--- config.mk ---
export PLATFORM = sky130hd
export DESIGN_NAME = pc_unit
export DESIGN_NICKNAME = d
export VERILOG_FILES = /design/src/rtl/pc_unit.sv
export SDC_FILE = /design/constraint.sdc
export NUM_CORES = 1
export LEC_CHECK = 0
export ABC_CLOCK_PERIOD_IN_PS = 4400
export BUFFER_PORTS_ARGS = -buffer_cell sky130_fd_sc_hd__buf_4
export CELL_PAD_IN_SITES_DETAIL_PLACEMENT = 2
export CELL_PAD_IN_SITES_GLOBAL_PLACEMENT = 2
export CORE_MARGIN = 1.5
export CORE_UTILIZATION = 39
export CTS_CLUSTER_DIAMETER = 100
export CTS_CLUSTER_SIZE = 8
export DETAILED_ROUTE_END_ITERATION = 8
export PLACE_DENSITY = 0.89
export SLEW_MARGIN = 25
export SYNTH_ARGS = -nofsm -noshare
export SYNTH_HDL_FRONTEND = slang
export SYNTH_SLANG_ARGS = --single-unit
--- constraint.sdc ---
create_clock -name clka -period 4.4 [get_ports clka]
set_input_delay 0.22 -clock clka [delete_from_list [all_inputs] [get_ports clka]]
set_output_delay 0.22 -clock clka [all_outputs]
set_load 0.01 [all_outputs]
--- src/rtl/pc_unit.sv ---
// -----------------------------------------------------------------------------
// pc_unit
//   Program counter with increment / jump / register-jump / relative branch /
//   conditional branch / call / return modes. Calls and returns use an internal
//   LIFO return-address stack (RAS) with sticky overflow/underflow flags.
//
// Ports
//   clka          in   system clock, every state update on its rising edge
//   reset         in   synchronous active-high reset, wins over everything
//   pc_latch_data in   update enable; 0 stalls PC, RAS and error flags
//   pc_ctl        in   [2:0] next-PC mode select
//   imm           in   [PC_BITS-1:0] jump/call target or signed branch offset
//   sr1_val       in   [PC_BITS-1:0] register jump target
//   cond          in   condition for the conditional branch
//   pc_out        out  [PC_BITS-1:0] current PC (registered)
//   ret_addr      out  [PC_BITS-1:0] top of RAS, 0 when empty
//   stack_empty   out  RAS holds no entries
//   stack_full    out  RAS holds STACK_DEPTH entries
//   stack_err     out  [1:0] sticky flags: bit0 overflow, bit1 underflow
// -----------------------------------------------------------------------------
module pc_unit #(
    parameter int                 PC_BITS      = 6,
    parameter int                 STACK_DEPTH  = 4,
    parameter logic [PC_BITS-1:0] RESET_VECTOR = '0
) (
    input  logic               clka,
    input  logic               reset,
    input  logic               pc_latch_data,
    input  logic [2:0]         pc_ctl,
    input  logic [PC_BITS-1:0] imm,
    input  logic [PC_BITS-1:0] sr1_val,
    input  logic               cond,
    output logic [PC_BITS-1:0] pc_out,
    output logic [PC_BITS-1:0] ret_addr,
    output logic               stack_empty,
    output logic               stack_full,
    output logic [1:0]         stack_err
);

    // Count spans 0..STACK_DEPTH inclusive, so it needs one more code point
    // than the entry index does.
    localparam int CNT_W = $clog2(STACK_DEPTH + 1);
    localparam int IDX_W = (STACK_DEPTH > 1) ? $clog2(STACK_DEPTH) : 1;

    localparam logic [2:0] OP_INC  = 3'b000;
    localparam logic [2:0] OP_JMP  = 3'b001;
    localparam logic [2:0] OP_JR   = 3'b010;
    localparam logic [2:0] OP_BR   = 3'b011;
    localparam logic [2:0] OP_BRC  = 3'b100;
    localparam logic [2:0] OP_CALL = 3'b101;
    localparam logic [2:0] OP_RET  = 3'b110;
    localparam logic [2:0] OP_HOLD = 3'b111;

    logic [PC_BITS-1:0] pc_q, pc_d;
    logic [PC_BITS-1:0] pc_inc;
    logic [PC_BITS-1:0] pc_rel;
    logic [PC_BITS-1:0] stack_q [STACK_DEPTH];
    logic [PC_BITS-1:0] top_val;
    logic [CNT_W-1:0]   count_q, count_d;
    logic [1:0]         err_q, err_d;
    logic               push;
    logic               empty, full;
    logic [IDX_W-1:0]   top_idx, push_idx;

    assign empty    = (count_q == '0);
    assign full     = (count_q == CNT_W'(STACK_DEPTH));
    assign top_idx  = IDX_W'(count_q - CNT_W'(1));
    assign push_idx = IDX_W'(count_q);

    assign pc_inc  = pc_q + PC_BITS'(1);
    // Modulo-2^PC_BITS addition of the raw offset is identical to adding the
    // sign-extended offset and truncating, so no explicit extension is needed.
    assign pc_rel  = pc_q + imm;
    assign top_val = empty ? '0 : stack_q[top_idx];

    // Next-state selection
    always_comb begin
        pc_d    = pc_q;
        count_d = count_q;
        err_d   = err_q;
        push    = 1'b0;
        if (pc_latch_data) begin
            case (pc_ctl)
                OP_INC:  pc_d = pc_inc;
                OP_JMP:  pc_d = imm;
                OP_JR:   pc_d = sr1_val;
                OP_BR:   pc_d = pc_rel;
                OP_BRC:  pc_d = cond ? pc_rel : pc_inc;
                OP_CALL: begin
                    // The jump always happens; only the push is dropped on
                    // overflow so existing return addresses survive.
                    pc_d = imm;
                    if (full) begin
                        err_d[0] = 1'b1;
                    end else begin
                        push    = 1'b1;
                        count_d = count_q + CNT_W'(1);
                    end
                end
                OP_RET: begin
                    if (empty) begin
                        pc_d     = pc_inc;
                        err_d[1] = 1'b1;
                    end else begin
                        pc_d    = top_val;
                        count_d = count_q - CNT_W'(1);
                    end
                end
                OP_HOLD: pc_d = pc_q;
                default: pc_d = pc_q;
            endcase
        end
    end

    always_ff @(posedge clka) begin
        if (reset) begin
            pc_q    <= RESET_VECTOR;
            count_q <= '0;
            err_q   <= '0;
        end else begin
            pc_q    <= pc_d;
            count_q <= count_d;
            err_q   <= err_d;
        end
    end

    // Entry storage needs no reset: the count alone decides what is valid.
    always_ff @(posedge clka) begin
        if (!reset && push) begin
            stack_q[push_idx] <= pc_inc;
        end
    end

    assign pc_out      = pc_q;
    assign ret_addr    = top_val;
    assign stack_empty = empty;
    assign stack_full  = full;
    assign stack_err   = err_q;

endmodule
# Yosys cells after proc, flatten, opt, wreduce, memory -nomap -nowiden
# Memory sizes are Yosys's and may differ from the RTL's.
# Cells that the tools add are included.
# totals
regBits	11
ramBits	24
output_inout_bits	16
mem_count	1
# classes
add_sub_neg	4
n_eq_ne	10
mux	12
n_bitwise	1
n_reduce_logical	10
# mem_list
memory	words	word_bits	read_ports	rd_ports_with_merged_regs	write_ports	line_no	source
stack_q	4	6	1	0	1	57	logic [PC_BITS-1:0] stack_q [STACK_DEPTH];
# ops
cell	count
6-bit one-hot mux with 6 select lines	1
6-bit 2-to-1 mux	3
3-bit equality test (second input constant)	5
6-bit by 1-bit adder with 6-bit output (second input constant)	1
6-bit adder	1
3-bit by 2-bit equality test with 1-bit output (second input constant)	2
3-bit logical NOT	2
3-bit 2-to-1 mux	2
3-bit one-hot mux with 2 select lines	1
3-bit AND reduction	2
1-bit 2-to-1 mux	5
2-bit != test (second input constant)	2
4-bit AND reduction	1
3-bit by 1-bit adder with 3-bit output (second input constant)	1
3-bit by 1-bit equality test with 1-bit output (second input constant)	1
3-bit by 1-bit subtractor with 3-bit output (second input constant)	1
2-bit AND reduction	1
2-bit nonzero test	1
2-bit OR reduction	1
1-bit logical AND	1
1-bit logical NOT	1
1-bit NOT	1

# Logic depth before layout (Yosys ltp)
# depth
depth_word	7
mapped_depth	10
depth_no_buf	8

# Worst setup path before layout
# OpenSTA, ideal clock, no wires.
# synth_path
path_type	register to register
startpoint	register count_q[0]
endpoint	register count_q[2]
t_arrival_ns	1.884
required_time_ns	4.272
setup_slack_ns	2.388
stages_incl_launch_ff	11
n_path_buf	2
cell_sequence	dfxtp_1 -> buf_6 -> inv_1 -> ha_1 -> ha_1 -> clkbuf_2 -> nor3b_1 -> o211a_1 -> o21ai_1 -> a22oi_1 -> nor2_1
# synth_between
elab_chain_len	3
# synth_lines
element	line_no	source
start, declared	59	logic [CNT_W-1:0] count_q, count_d;
start signal, assigned	122	count_q <= count_d;
3-bit logical NOT	65	assign empty = (count_q == '0);
named net stack_empty	35	output logic stack_empty,
2-bit != test (no line)	n/a	
4-bit AND reduction (no line)	n/a	
# The timed path passes the listed nets, and every way through them passes these cells. The select of a mux whose other input is x is not followed.
# A chain may end at the register's enable or synchronous reset.

# Worst setup path in the final report
# layout_path
startpoint	register count_q[0]
endpoint	register pc_q[2], in the netlist pc_out[2]
# layout_between
elab_chain_len	5
# layout_lines
element	line_no	source
3-bit by 1-bit subtractor with 3-bit output	n/a	
memory read 4 x 6 bit	n/a	
6-bit 2-to-1 mux	74	assign top_val = empty ? '0 : stack_q[top_idx];
6-bit 2-to-1 mux (*)	101	if (empty) begin
6-bit one-hot mux with 6 select lines (*)	83	case (pc_ctl)
end signal, assigned	121	pc_q <= pc_d;
end, declared	54	logic [PC_BITS-1:0] pc_q, pc_d;
# Every way passes the cells marked *; elsewhere a longest branch is shown, timed or not.

==> metrics.md <==
| Metric | Value |
|---|---|
| Wirelength, routed | 5.74 mm |
| Global-route wire length before repair | 9.54 mm |
| Syn_area_per_cell | between 10 and 15 sq um |
| R2R depth | 7 |
| Worst Hold Depth | 2 |
| # Max-Cap Violations | 0 |
| Inserted Clock Buffers | 5 |
| Buffers on Ports | 34 |
| Multi-input gate area | 1040 sq um |
| Total core area | 5140 sq um |
| Post-route ant nets | 0 |
| Worst slew pin tran | approximately 0.66 ns |
| Worst R2R Start | count_q[0] |
| Fin util | 0.482 |
| FF+latch area | between 900 and 1000 sq um |
| Wire per inst | ~20 um |
| RSZ-0062 raised after global routing | false |
| Die ar. | 5800 sq um |
| CP Launch Type | flip-flop |
| Max Slew Vio Count | 0 |
| Setup tns final | 0 ns |
| Initial Util | 0.406 |
| Seq cells post-synth | 35 |
| Resized Gates After CTS | 0 |
| Sequential power share | 0.457 |
| Pin count of the biggest net entering global routing | 19 |
| Vias post-DR | 1,549 |
| Overall power | 0.820 mW |
| Flop-to-flop setup slack | 1.82 ns |
| Metal3 WL | 204 um |
| Top cells by count, synth | 24 x edfxtp_1, 13 x nor2_1, 12 x ha_1 |
| Xor/xnor cell area share of the yosys netlist | 0.0377 |
| Worst setup EP type | flip-flop |
| Synthesis Warnings | 0 |
| Syn Nets | 217 |
| CTS Hold Bufs | 0 |
| H-tree depth | 2 |
| Setup Skew | ~0.0065 ns |
| Proportion of layout cells with a drive suffix above 1 | 0.257 |
| Layout Area Growth over Synthesis | 18.8% |
| Post-synthesis simple-gate area fraction | 0.167 |
| Pint | 0.611 mW |
| Main combinational cell family by area after synthesis | simple AND/OR/NAND/NOR gates |
| Met2 wire length | 2.88 mm |
| PwrDens | 331 nW/um^2 |
| Layout filler cell count | 570 |
| Slew HR | 0.560 |
| Crit path DAT | 2.74 ns |
| DRC errors left | 0 |
| Maximum clock rate | 387 MHz |
| Largest cells by area after synthesis | edfxtp_1 35%, dfxtp_1 11%, ha_1 7.2% |
| Post-synth cell types | between 40 and 50 |
| CTS tree | built |
| Die Height | around 76 um |
| Setup Fix Bufs, Post-CTS | 0 |
| Peak supply drop | 0.106 mV |
| Mux cell area share after synthesis | 0.0647 |
| Top_reg_cell synth | edfxtp_1 |
| Clock power frac | 0.367 |
| Top-area cell type share of the netlist area | 0.345 |
| Final #Nets | between 200 and 250 |
| Clock-pin transition on the worst setup and hold timing paths | 0.07 ns |
| Compound-Gate Fraction of Synth Area | 0.146 |
| Ports | 35 |
| Max Buffers Root-to-Sink | 2 |
| Combinational share of power | 0.176 |
| Number of global-route vias before repair | 1,764 |
| Crit path max fanout | 11 |
| Grt total ovfl | 0 |
| Number of synthesized flops with an enable pin | 24 |
| Tmin final | 2.58 ns |
| Hold Crit Start | reset |
| Row cnt | 26 |
| Reg2reg end | pc_out[2] |
| Met1 wire length | between 2 and 3 mm |
| Initial antenna violation count | 0 |
| DP HPWL | 4.56 mm |
| Switching power | 0.209 mW |
| Synth Area in Adders | 0.0815 |
| Hold Path Class | input pin to flip-flop |
| Vias per cell | 5.38 |
| Crit share post-route | 0.587 |
| Hold Path Sink | pc_out[3] |
| Seq/Total Area, Yosys | 0.451 |
| Syn Inst Count | 185 |
| Worst hold margin | 0.206 ns |
| Status | completed |
| Root Driver | clkbuf_8 |
| Drt pass-1 iters | 4 |
| Starting DRT DRC Count | 57 |
| Clock sinks | 35 |
| Final Hold Viols | 0 |
| Worst path required time | 4.56 ns |
| Cell taking the most area after synthesis | edfxtp_1 |
| Sw frac | 0.255 |
| Async SR Flop Fraction | 0 |
| Top Metal Used | met4 |
| Gr usage total | 0.217 |
| Insertion delay to the later sink of the worst-skew pair | 0.29 ns |
| Pleak | 0.957 nW |
| GPL Wtd Cong | 0.732 |
| Synth Cell Area | 2090 sq um |
| Horiz. Die Dim | between 70 and 80 um |
| Critical path type | flip-flop to flip-flop |
| Count leader, synth | edfxtp_1 |
| Diode count | 0 |
| Setup violators final | 0 |
kinds of logic after synthesis:
logic type / Yosys count
and+or+nand+nor: 60
AOI/OAI and AO/OA: 42
DFF: 35
buffers and inverters: 20
adders and majority gates: 13
xor gates and xnor gates: 9
muxes: 6
worst max-delay path, cell delays in order (launching register included):
cell,delay (ns)
dfxtp_1,0.66
inv_1,0.17
ha_1,0.28
ha_1,0.36
o21ai_0,0.27
a21oi_2,0.14
a221oi_1,0.41
a211oi_1,0.15
state kept, by name, indices dropped and copies added, names as in the netlist:
name       cells
pc_out         6
count_q        3
stack_err      2
stack_q       24
worst max-delay path by stage:
| stage | depth (start not counted) | startpoint | endpoint | slack (ns) |
|---|---|---|---|---|
| floorplan | 10 | count_q[0] | count_q[2] | 2.39 |
| global placement | 7 | count_q[0] | pc_out[0] | 2.01 |
| detailed placement | 7 | count_q[0] | pc_out[2] | 1.86 |
| CTS | 5 | count_q[0] | ret_addr[3] | 1.79 |
| global route | 7 | count_q[0] | pc_out[2] | 1.65 |
| finish | 7 | count_q[0] | pc_out[2] | 1.82 |
power groups by stage:
stage	logic [mW]	registers [mW]	clock network (mW)
after global placement	0.139	0.382	0
after CTS	0.147	0.375	0.309
after floorplan	0.0908	0.380	0
after detailed placement	0.146	0.382	0
after global routing	0.158	0.376	0.326
final	0.144	0.375	0.301
metal layers:
layer / up-vias / GRT usage
li1: 741 / -
met1: 758 / 0.271
met2: 37 / 0.375
met3: 13 / 0.0347
met4: 0 / 0.0833
met5: - / 0
layout by cell type, fill, tap and decap left out, drive strengths merged, types with 5 or more instances in the layout:
| cell type | instances |
|---|---|
| a211oi | 6 |
| a21oi | 5 |
| a221oi | 6 |
| and2 | 5 |
| buf | 34 |
| clkbuf | 6 |
| dfxtp | 11 |
| edfxtp | 24 |
| ha | 12 |
| inv | 11 |
| mux4 | 6 |
| nand2 | 12 |
| nand3 | 7 |
| nor2 | 13 |
| nor2b | 11 |
| o21ai | 12 |
| xnor2 | 7 |
cell type report:
class	instances	area share
clock buffer	6	0.0333
clock inverter	2	0.0141
inverter	11	0.0166
multi-input combinational	130	0.418
sequential	35	0.379
tap	70	0.0353
timing repair buffer	34	0.103
metrics by stage:
step	area (sq um)	worst slack [ns]	instances
6_report	2480	1.82	288
4_1_cts	2480	1.79	288
3_3_place_gp	2360	2.01	280
2_1_floorplan	2090	2.39	185
3_5_place_dp	2360	1.86	280
5_1_grt	2480	1.65	288
Power figures use the tool's default switching activity.
